<file path="config.mk">
export PLATFORM = sky130hd
export DESIGN_NAME = selector_overlay
export DESIGN_NICKNAME = d
export VERILOG_FILES = /design/src/rtl/selector_overlay.sv
export SDC_FILE = /design/constraint.sdc
export NUM_CORES = 1
export LEC_CHECK = 0
export ABC_AREA = 0
export CAP_MARGIN = 10
export CORE_ASPECT_RATIO = 1.2
export CORE_MARGIN = 2
export CORE_UTILIZATION = 46
export DETAILED_ROUTE_END_ITERATION = 12
export PLACE_DENSITY_LB_ADDON = 0.3
export SLEW_MARGIN = 20
export SYNTH_ARGS = -nofsm -noshare
export SYNTH_HDL_FRONTEND = slang
export SYNTH_SLANG_ARGS = --single-unit
</file>
<file path="constraint.sdc">
create_clock -name clk -period 4 [get_ports clk]
set_clock_uncertainty 0.1 [all_clocks]
set_input_delay 0.8 -clock clk [delete_from_list [all_inputs] [get_ports clk]]
set_output_delay 0.8 -clock clk [all_outputs]
set_load 0.02 [all_outputs]
</file>
<file path="src/rtl/selector_overlay.sv">
// Selector overlay: a blinking ring sprite drawn over one cell of a grid.
// Moves take effect at frame boundaries; the pixel path is a 2-cycle pipeline.
module selector_overlay #(
  parameter int unsigned ORIGIN_X     = 0,
  parameter int unsigned ORIGIN_Y     = 0,
  parameter int unsigned CELL_W       = 66,
  parameter int unsigned CELL_H       = 66,
  parameter int unsigned GRID_COLS    = 8,
  parameter int unsigned GRID_ROWS    = 8,
  parameter int unsigned BLINK_FRAMES = 30
) (
  input  logic        clk,
  input  logic        rst_n,
  input  logic        frame_start,
  input  logic        pix_valid,
  input  logic [10:0] pix_x,
  input  logic [10:0] pix_y,
  input  logic        sel_load,
  input  logic [2:0]  sel_col,
  input  logic [2:0]  sel_row,
  input  logic        blink_en,
  output logic [6:0]  rom_addr,
  input  logic [58:0] rom_data,
  output logic        pix_on,
  output logic        pix_out_valid
);
  localparam int unsigned POS_W   = 3;
  localparam int unsigned COORD_W = 12;
  localparam int unsigned SPR_W   = 59;
  localparam int unsigned SPR_H   = 66;
  localparam int unsigned CNT_W   = (BLINK_FRAMES > 1) ? $clog2(BLINK_FRAMES) : 1;
  localparam logic [5:0]  SPR_MSB = 6'(SPR_W - 1);

  logic [POS_W-1:0] act_col, act_row, pend_col, pend_row;
  logic             pend_vld;
  logic             sel_ok_c;

  assign sel_ok_c = sel_load && (32'(sel_col) < GRID_COLS) && (32'(sel_row) < GRID_ROWS);

  // Pending/active position; active only changes on a frame boundary.
  always_ff @(posedge clk or negedge rst_n) begin
    if (!rst_n) begin
      act_col  <= '0;
      act_row  <= '0;
      pend_col <= '0;
      pend_row <= '0;
      pend_vld <= 1'b0;
    end else if (frame_start) begin
      if (sel_ok_c) begin
        act_col  <= sel_col;
        act_row  <= sel_row;
        pend_vld <= 1'b0;
      end else if (pend_vld) begin
        act_col  <= pend_col;
        act_row  <= pend_row;
        pend_vld <= 1'b0;
      end
    end else if (sel_ok_c) begin
      pend_col <= sel_col;
      pend_row <= sel_row;
      pend_vld <= 1'b1;
    end
  end

  logic [COORD_W-1:0] x0, y0;

  always_ff @(posedge clk or negedge rst_n) begin
    if (!rst_n) begin
      x0 <= COORD_W'(ORIGIN_X);
      y0 <= COORD_W'(ORIGIN_Y);
    end else begin
      x0 <= COORD_W'(ORIGIN_X) + COORD_W'(act_col) * COORD_W'(CELL_W);
      y0 <= COORD_W'(ORIGIN_Y) + COORD_W'(act_row) * COORD_W'(CELL_H);
    end
  end

  logic [COORD_W-1:0] dx_c, dy_c;
  logic               in_box_c;

  assign dx_c     = {1'b0, pix_x} - x0;
  assign dy_c     = {1'b0, pix_y} - y0;
  assign in_box_c = ({1'b0, pix_x} >= x0) && (dx_c < COORD_W'(SPR_W)) &&
                    ({1'b0, pix_y} >= y0) && (dy_c < COORD_W'(SPR_H));

  logic       valid1, in_box1;
  logic [5:0] dx1;

  // Stage 1: box test and sprite row fetch.
  always_ff @(posedge clk or negedge rst_n) begin
    if (!rst_n) begin
      valid1   <= 1'b0;
      in_box1  <= 1'b0;
      dx1      <= '0;
      rom_addr <= '0;
    end else begin
      valid1 <= pix_valid;
      if (pix_valid) begin
        in_box1 <= in_box_c;
        dx1     <= dx_c[5:0];
        if (in_box_c) rom_addr <= dy_c[6:0];
      end
    end
  end

  logic [CNT_W-1:0] blink_cnt;
  logic             vis;

  always_ff @(posedge clk or negedge rst_n) begin
    if (!rst_n) begin
      blink_cnt <= '0;
      vis       <= 1'b1;
    end else if (!blink_en) begin
      blink_cnt <= '0;
      vis       <= 1'b1;
    end else if (frame_start) begin
      if (blink_cnt == CNT_W'(BLINK_FRAMES - 1)) begin
        blink_cnt <= '0;
        vis       <= ~vis;
      end else begin
        blink_cnt <= blink_cnt + CNT_W'(1);
      end
    end
  end

  logic sprite_bit_c;

  assign sprite_bit_c = rom_data[SPR_MSB - dx1];

  // Stage 2: sprite bit gated by visibility at the time the pixel leaves.
  always_ff @(posedge clk or negedge rst_n) begin
    if (!rst_n) begin
      pix_on        <= 1'b0;
      pix_out_valid <= 1'b0;
    end else begin
      pix_on        <= valid1 && in_box1 && vis && sprite_bit_c;
      pix_out_valid <= valid1;
    end
  end
endmodule
</file>
== Word-level counts from Yosys, hierarchy flattened ==
Index checks and enable logic that the tools add are counted.

* Bitwise gates (word level): 2
* Eq/ne operators: 3
* $mul: 2
* Multiplexer cells: 14
* Magnitude comparators: 5
* Reductions and logical operators: 12
* $add $sub $neg: 4

{| class="wikitable"
|+ Operator list
! operator !! number
|-
| 11-bit by 10-bit subtractor with 12-bit output || 2
|-
| 11-bit by 10-bit greater-or-equal comparator with 1-bit output || 2
|-
| 3-bit by 6-bit multiplier with 9-bit output, second input constant || 2
|-
| 5-bit two-way mux || 3
|-
| 12-bit by 6-bit less-than comparator with 1-bit output, second input constant || 1
|-
| 12-bit by 7-bit less-than comparator with 1-bit output, second input constant || 1
|-
| 3-bit two-way mux || 4
|-
| 2-bit AND reduction || 4
|-
| 6-bit by 7-bit less-than comparator with 1-bit output, second input constant || 1
|-
| 1-bit binary-select mux with 6-bit select || 1
|-
| 1-bit logical AND || 6
|-
| 1-bit two-way mux || 6
|-
| 6-bit subtractor, first input constant || 1
|-
| 5-bit by 1-bit adder with 5-bit output, second input constant || 1
|-
| 5-bit == test, second input constant || 1
|-
| 2-bit nonzero test || 2
|-
| 2-bit by 1-bit inequality test with 1-bit output, second input constant || 1
|-
| 2-bit inequality test, second input constant || 1
|-
| 1-bit NOT || 2
|}

* Register bits: 54
* Input bits: 93
* Word-level logic and storage cells: 57
* Output and inout port bits: 9

== Longest topological paths before layout ==
Gate-level depths: netlist of run 1.

* Depth after elaboration: 6
* Mapped depth: 11
* Depth with buffers taken out: 11

== Least setup slack after synthesis of run 1 ==
Ideal clock, no wire load.

* Kind: input -> register
* From: in pix_y[1]
* To: reg rom_addr[0]
* Path slack: 0.586 ns
* Cell stages on the path: 11
* Data arrival time: 3.189 ns
* Data required time: 3.775 ns
* Buffers on the path: 0
* Library setup time: 0.125 ns
* Cells stage by stage: inv_1 -> ha_1 -> inv_1 -> fa_1 -> a2111o_1 -> a21oi_2 -> xnor2_1 -> a21oi_1 -> nand4b_1 -> nor4_4 -> mux2_2

* Cells in the longest elaborated chain, start to end: 4
* Elaborated cells between the ends (all ways): 6
* Classes of those cells: 1 x add/sub; 2 x order compare; 3 x reduce/logical

{| class="wikitable"
|+ Ends and longest elaborated chain
! item !! line !! text
|-
| from (decl) || 17 || <nowiki>input logic [10:0] pix_y,</nowiki>
|-
| 11-bit by 10-bit subtractor with 12-bit output or 11-bit by 10-bit greater-or-equal comparator with 1-bit output (tied branches) || 81, 83 ||
|-
| 12-bit by 7-bit less-than comparator with 1-bit output or 1-bit logical AND (tied branches) || 83, 82 ||
|-
| 1-bit logical AND (*) || 83 || <nowiki>({1'b0, pix_y} >= y0) && (dy_c < COORD_W'(SPR_H));</nowiki>
|-
| 2-bit AND reduction (no line) (*) || - ||
|-
| to (signal assigned) || 100 || <nowiki>if (in_box_c) rom_addr <= dy_c[6:0];</nowiki>
|-
| to (decl) || 22 || <nowiki>output logic [6:0] rom_addr,</nowiki>
|}

Every way passes the cells marked *; elsewhere a longest branch is shown, timed or not.
A chain may end at the register's enable or synchronous reset.

== Worst setup path after layout of run 1 ==
* From: in pix_y[1]
* To: reg rom_addr[1]

* Cells in the longest elaborated chain, start to end: 4
* Elaborated cells between the ends (all ways): 6
* Classes of those cells: 1 x add/sub; 2 x order compare; 3 x reduce/logical

{| class="wikitable"
|+ Ends and longest elaborated chain
! item !! line
|-
| 11-bit by 10-bit subtractor with 12-bit output or 11-bit by 10-bit greater-or-equal comparator with 1-bit output (tied branches) || 81, 83
|-
| 12-bit by 7-bit less-than comparator with 1-bit output or 1-bit logical AND (tied branches) || 83, 82
|-
| 1-bit logical AND || 83
|-
| 2-bit AND reduction (no line) || -
|}

Several ways; a longest one is shown, not always the timed one.

==> run_results.csv, run 1 <==
group,metric,value,unit
setup_path,crit_buf_inv,4,
routing,wl_per_cell,16.3,µm
clocking,clk_latency,0.29,ns
timing,grt_setup_unrepaired,"false",
synth,synth_edf_count,0,
synth,ys_seq_area_share,35.3,%
routing,drtPass1Iterations,4,
power,power_density,359,nW/µm²
floorplanning,ioPinCount,102,
finish,finalInstanceArea,4190,µm²
setup_path,critical_path.top_delay_family,"compound AO/OA/AOI/OAI gates",
clocking,htreeDepth,2,
synth,netlist_top_cells_area,"dfrtp_1 34%, mux4_2 11%, mux2_2 6.4%",
setup_path,worst_setup_path_end_kind,"register",
synth,synth_most_common_cell,"dfrtp_1",
hold_path,hp-class,"register to register",
routing,postRouteAntennaNets,0,
timing,drv_slew,0,
synth,synthCells,290,
synth,yosys.area_share.xor_xnor,3.82,%
synth,async_flop_share,100,%
floorplanning,die_y,92.2,µm
synth,synth_mux_area_share,20.0,%
synth,synth_top_flop_cell,"dfrtp_1",
global_route,grt_max_degree,43,
finish,fillers,493,
synth,synth_seq_cells,42,
status,status,"complete, no violations",
finish,nets,502,
routing,viasPerCell,5.60,
global_route,grtUsageTotal,22.0,%
synth,synthAdderAreaFrac,7.64,%
timing,tns,0,ns
synth,syn_area,2980,µm²
setup_path,cp_cell_sequence,"clkdlybuf4s50_1 -> inv_1 -> ha_1 -> inv_1 -> fa_1 -> a2111o_1 -> a21oi_2 -> xnor2_1 -> a21oi_1 -> nand4b_1 -> nor4_4 -> buf_4 -> mux2_2",
synth,synth_common_cells,"41 x dfrtp_1, 22 x a21oi_1, 19 x inv_1",
finish,final_cells,478,
timing,timing_hold_violations_final,0,
place,place_congestion,0.903,
clocking,cts.sinks,42,
power,p_leak,1.77,nW
finish,insertedDiodeCount,0,
timing,period_needed,3.63,ns
synth,synth_compound_area_share,16.9,%
clocking,post-cts-setup-buffers,0,
setup_path,crit_top_cell,"inv_1",
synth,ys_types,50,
timing,fmax,0.275,GHz
synth,yosys.area.top_type,"dfrtp_1",
timing,setup-violations-final,0,
clocking,cts_buffer_depth,2,
routing,first_iter_violations,106,
clocking,cts_inserted_buffers,5,
setup_path,cp_slowest_stage_delay,0.46,ns
timing,maxSlewHeadroom,40.8,%
routing,finalWirelength,7790,µm
synth,yosys.area_share.simple,12.7,%
clocking,tritoncts,"done",
global_route,grt-ovfl-total,0,
timing,tightest_slew,0.888,ns
floorplanning,die_x,77.5,µm
floorplanning,core,6370,µm²
synth,yosysTopAreaCellShare,34.4,%
timing,finalCritPeriodShare,90.9,%
clocking,clk_pin_slew,0.08,ns
finish,syn2layout_area_growth,40.6,%
clocking,cts_root_buf,"clkbuf_8",
setup_path,cp.arrival,3.71,ns
synth,postSynthAreaPerCell,10.3,µm²
global_route,antenna_found_initial,0,
place,hpwl,6150,µm
clocking,cts_hold_buf,0,
global_route,grt_pass1_wl,12500,µm
routing,num_vias,2676,
synth,synth_top_family_by_area,"multiplexers",
flow_run,max_cap_violations,0,
setup_path,crit_type,"input port to register",
synth,syn_nets,400,
floorplanning,rows,32,
setup_path,crit_fanout,8,
floorplanning,initial_utilization,46.8,%
synth,ys_warn_count,0,
place,place_area,4080,µm²
place,portBuffers,101,
finish,final_layout_size_suffix_gt1_share,11.7,%
power,ir_drop,0.281,mV
setup_path,required,4.08,ns
place,place_inst,470,
clocking,ctsResizeCount,0,
setup_path,startpoint_type,"input port",
floorplanning,die_area,7140,µm²
setup_path,slowest_stage,"a2111o_1",
global_route,grt_pass1_vias,2676,
routing,drc,0,
==> registers in the layout, indices dropped and copies added, names as in the netlist <==
| signal | flops |
|---|---|
| act_col | 3 |
| pend_vld | 1 |
| act_row | 3 |
| x0 | 3 |
| pend_row | 3 |
| valid1 | 1 |
| dx1 | 6 |
| pend_col | 3 |
| vis | 1 |
| rom_addr | 7 |
| pix_on | 1 |
| blink_cnt | 5 |
| pix_out_valid | 1 |
| y0 | 3 |
| in_box1 | 1 |
==> area by class of cell <==
cell class / instances / area (µm²) / area share, %
Clock buffer: 6 / 72.6 / 1.73
Clock inverter: 2 / 37.5 / 0.896
Inverter: 19 / 71.3 / 1.70
Multi-Input combinational cell: 220 / 1820 / 43.5
Sequential cell: 42 / 1050 / 25.1
Tap cell: 85 / 106 / 2.54
Timing Repair Buffer: 104 / 1030 / 24.6
==> power by group <==
part	switching (mW)	total (mW)	internal (mW)
clock	0.144	0.331	0.186
sequential	0.0417	0.516	0.474
combinational	0.323	0.659	0.336
total	0.509	1.51	0.996
==> final timing paths <==
kind                               start       endpoint  slack, ns  depth (start not counted)
max in group asynchronous          rst_n          x0[8]       2.72                          1
worst max register to register     y0[7]    rom_addr[1]       0.94                         10
worst min register to register    valid1  pix_out_valid       0.29                          0
worst max-delay path            pix_y[1]    rom_addr[1]       0.37                         13
min in group asynchronous          rst_n    pend_row[2]       0.52                          1
worst min-delay path              valid1  pix_out_valid       0.29                          0
==> stage by stage <==
stage | power (mW) | hold WS [ns] | setup WS [ns] | util [%]
final | 1.51 | 0.289 | 0.366 | 65.8
after global routing | 1.60 | 0.306 | 0.202 | 65.8
after floorplan | 0.957 | 0.254 | 0.586 | -
after CTS | 1.51 | 0.294 | 0.385 | 65.8
after detailed placement | 1.17 | 0.276 | 0.0752 | 64.1
after global placement | 1.16 | 0.259 | 0.164 | 64.1
==> per-layer routing <==
layer	track usage [%]	vias up	routed length (µm)
met4	5.95	0	87
met2	38.5	68	4130
li1	-	1306	-
met1	28.8	1293	3340
met3	2.85	9	226
met5	0	-	0
==> cells in the final DEF, fill, tap and decap left out, types with 7 or more instances in the layout <==
| master | count |
|---|---|
| dfrtp_1 | 41 |
| mux4_2 | 14 |
| nand2_1 | 16 |
| o21ai_0 | 15 |
| ha_1 | 15 |
| mux2i_1 | 9 |
| xnor2_1 | 7 |
| nor2b_1 | 8 |
| nor2_1 | 17 |
| inv_1 | 19 |
| a21oi_1 | 22 |
| o22ai_1 | 14 |
| mux2_2 | 17 |
| clkdlybuf4s50_1 | 100 |
==> logic make-up after synthesis <==
logic type	count (synthesis)
XOR/XNOR	13
AO/OA/AOI/OAI	79
adder cells (fa/ha/maj)	17
buffers and inverters	28
multiplexers	40
AND/OR/NAND/NOR	71
flip-flops	42
(Power assumes the default switching activity.)
==> run 2, diff against run 1 <==
- SLEW_MARGIN: 20 -> 15
==> results of run 2 <==
The final DEF is identical to that of run 1; final timing and power are the same.
==> run 3, diff against run 2 <==
- ABC_CLOCK_PERIOD_IN_PS: unset -> 4000
- REMOVE_ABC_BUFFERS: unset -> 1
==> run_results.csv, run 3 (same netlist as run 1, synthesis figures left out) <==
group,metric,value,unit
finish,nets,503,
power,power_density,344,nW/µm²
clocking,cts_hold_buf,0,
finish,regMostFlops,"rom_addr",
place,pre_cts_ws,0.0751,ns
power,power_frac_comb,45.5,%
clocking,cts.sinks,42,
global_route,grt_max_degree,43,
floorplanning,ioPinCount,102,
place,place_congestion,0.880,
setup_path,cp.arrival,3.70,ns
place,portBuffers,101,
setup_path,rrSetupSlack,0.98,ns
floorplanning,initial_utilization,46.8,%
setup_path,cp_slowest_stage_delay,0.46,ns
global_route,antenna_found_initial,0,
setup_path,required,4.08,ns
finish,syn2layout_area_growth,40.1,%
setup_path,critical_path.top_delay_family,"compound AO/OA/AOI/OAI gates",
finish,largestRegisters,"rom_addr: 7 flops, dx1: 6 flops, blink_cnt: 5 flops",
setup_path,worst_setup_path_end_kind,"register",
timing,timing_hold_violations_final,0,
finish,final_common_cell,"clkdlybuf4s50_1",
power,p_sw_share,35.1,%
finish,insertedDiodeCount,0,
timing,drv_slew,0,
routing,wl_per_cell,15.5,µm
status,status,"complete, no violations",
timing,grt_setup_unrepaired,"false",
power,p_leak,1.77,nW
power,seqPwrFrac,35.6,%
routing,viasPerCell,5.50,
setup_path,crit_buf_inv,4,
setup_path,crit_type,"input port to register",
global_route,grt-ovfl-total,0,
setup_path,crit_top_cell,"inv_1",
finish,largest_reg_flops,7,
place,hpwl,5960,µm
power,p_switching,505,µW
global_route,grtUsageTotal,21.0,%
setup_path,cp_cell_sequence,"clkdlybuf4s50_1 -> inv_1 -> ha_1 -> inv_1 -> fa_1 -> a2111o_1 -> a21oi_2 -> xnor2_1 -> a21oi_1 -> nand4b_1 -> nor4_4 -> buf_4 -> mux2_2",
timing,finalCritPeriodShare,90.4,%
floorplanning,core,6370,µm²
timing,maxSlewHeadroom,40.5,%
global_route,grt_pass1_wl,12100,µm
setup_path,crit_fanout,8,
setup_path,startpoint_type,"input port",
finish,final_layout_size_suffix_gt1_share,12.2,%
clocking,cts_root_buf,"clkbuf_8",
finish,final_cell_mix,"100 x clkdlybuf4s50_1, 41 x dfrtp_1, 22 x a21oi_1",
clocking,clk_pin_slew,0.08,ns
clocking,tritoncts,"done",
timing,tns,0,ns
routing,postRouteAntennaNets,0,
clocking,cts_buffer_depth,2,
clocking,htreeDepth,2,
floorplanning,die_area,7140,µm²
routing,num_vias,2635,
clocking,cts_inserted_buffers,5,
timing,setup-violations-final,0,
routing,drtPass1Iterations,4,
floorplanning,die_y,92.2,µm
floorplanning,rows,32,
floorplanning,die_x,77.5,µm
timing,fmax,0.276,GHz
power,ir_drop,0.292,mV
power,p_int,933,µW
global_route,grt_pass1_vias,2636,
flow_run,max_cap_violations,0,
routing,first_iter_violations,101,
timing,worst_slack,0.383,ns
clocking,ctsResizeCount,0,
routing,finalWirelength,7440,µm
timing,period_needed,3.62,ns
setup_path,slowest_stage,"a2111o_1",
power,clockPowerShare,18.9,%
routing,drc,0,
clocking,clk_latency,0.29,ns
timing,tightest_slew,0.893,ns
hold_path,hp-class,"register to register",
clocking,post-cts-setup-buffers,0,
## run 3: changes by cell type in the layout (fill, tap and decap cells not counted)
cell       delta
clkinv_4      +1
bufinv_16     -1
clkbuf_1      -1
clkinv_2      +1
buf_4         +1
## run 3: per-layer routing
metal  vias up  GRT usage [%]  routed length [µm]
li1       1298              -                   -
met1      1253           25.5                3080
met2        73           38.1                3930
met3        11           3.05                 337
met5         -              0                   0
met4         0           6.55                 104
## run 3: layout make-up
type | count | area, µm²
fill | 502 | 2190
multi-input combinational | 220 | 1820
sequential | 42 | 1050
timing repair buffer | 105 | 1040
tap | 85 | 106
inverter | 19 | 71.3
clock buffer | 5 | 68.8
clock inverter | 3 | 21.3
## run 3: power groups by stage
stage | sequential, mW | clock [mW] | combinational [mW]
finish | 0.512 | 0.271 | 0.655
global route | 0.520 | 0.303 | 0.719
CTS | 0.513 | 0.282 | 0.654
detailed placement | 0.522 | 0 | 0.649
global placement | 0.518 | 0 | 0.631
floorplan | 0.522 | 0 | 0.429
## run 3: path summary, 6_finish.rpt
kind,depth (start not counted),endpoint,start
hold / removal,0,pix_out_valid,valid1
hold reg to reg,0,pix_out_valid,valid1
min in group asynchronous,1,act_row[1],rst_n
max in group asynchronous,1,dx1[5],rst_n
setup reg to reg,11,rom_addr[1],y0[6]
setup / recovery,13,rom_addr[1],pix_y[1]
## run 3: through the flow
stage          std cells  area (µm²)  hold slack [ns]  util (%)  total power [mW]
5_1_grt              479        4180            0.317      65.6              1.54
4_1_cts              479        4180            0.309      65.6              1.45
6_report             479        4180            0.297      65.6              1.44
3_5_place_dp         471        4090            0.301      64.2              1.17
2_1_floorplan        281        2940            0.254         -             0.950
3_3_place_gp         471        4090            0.277      64.2              1.15
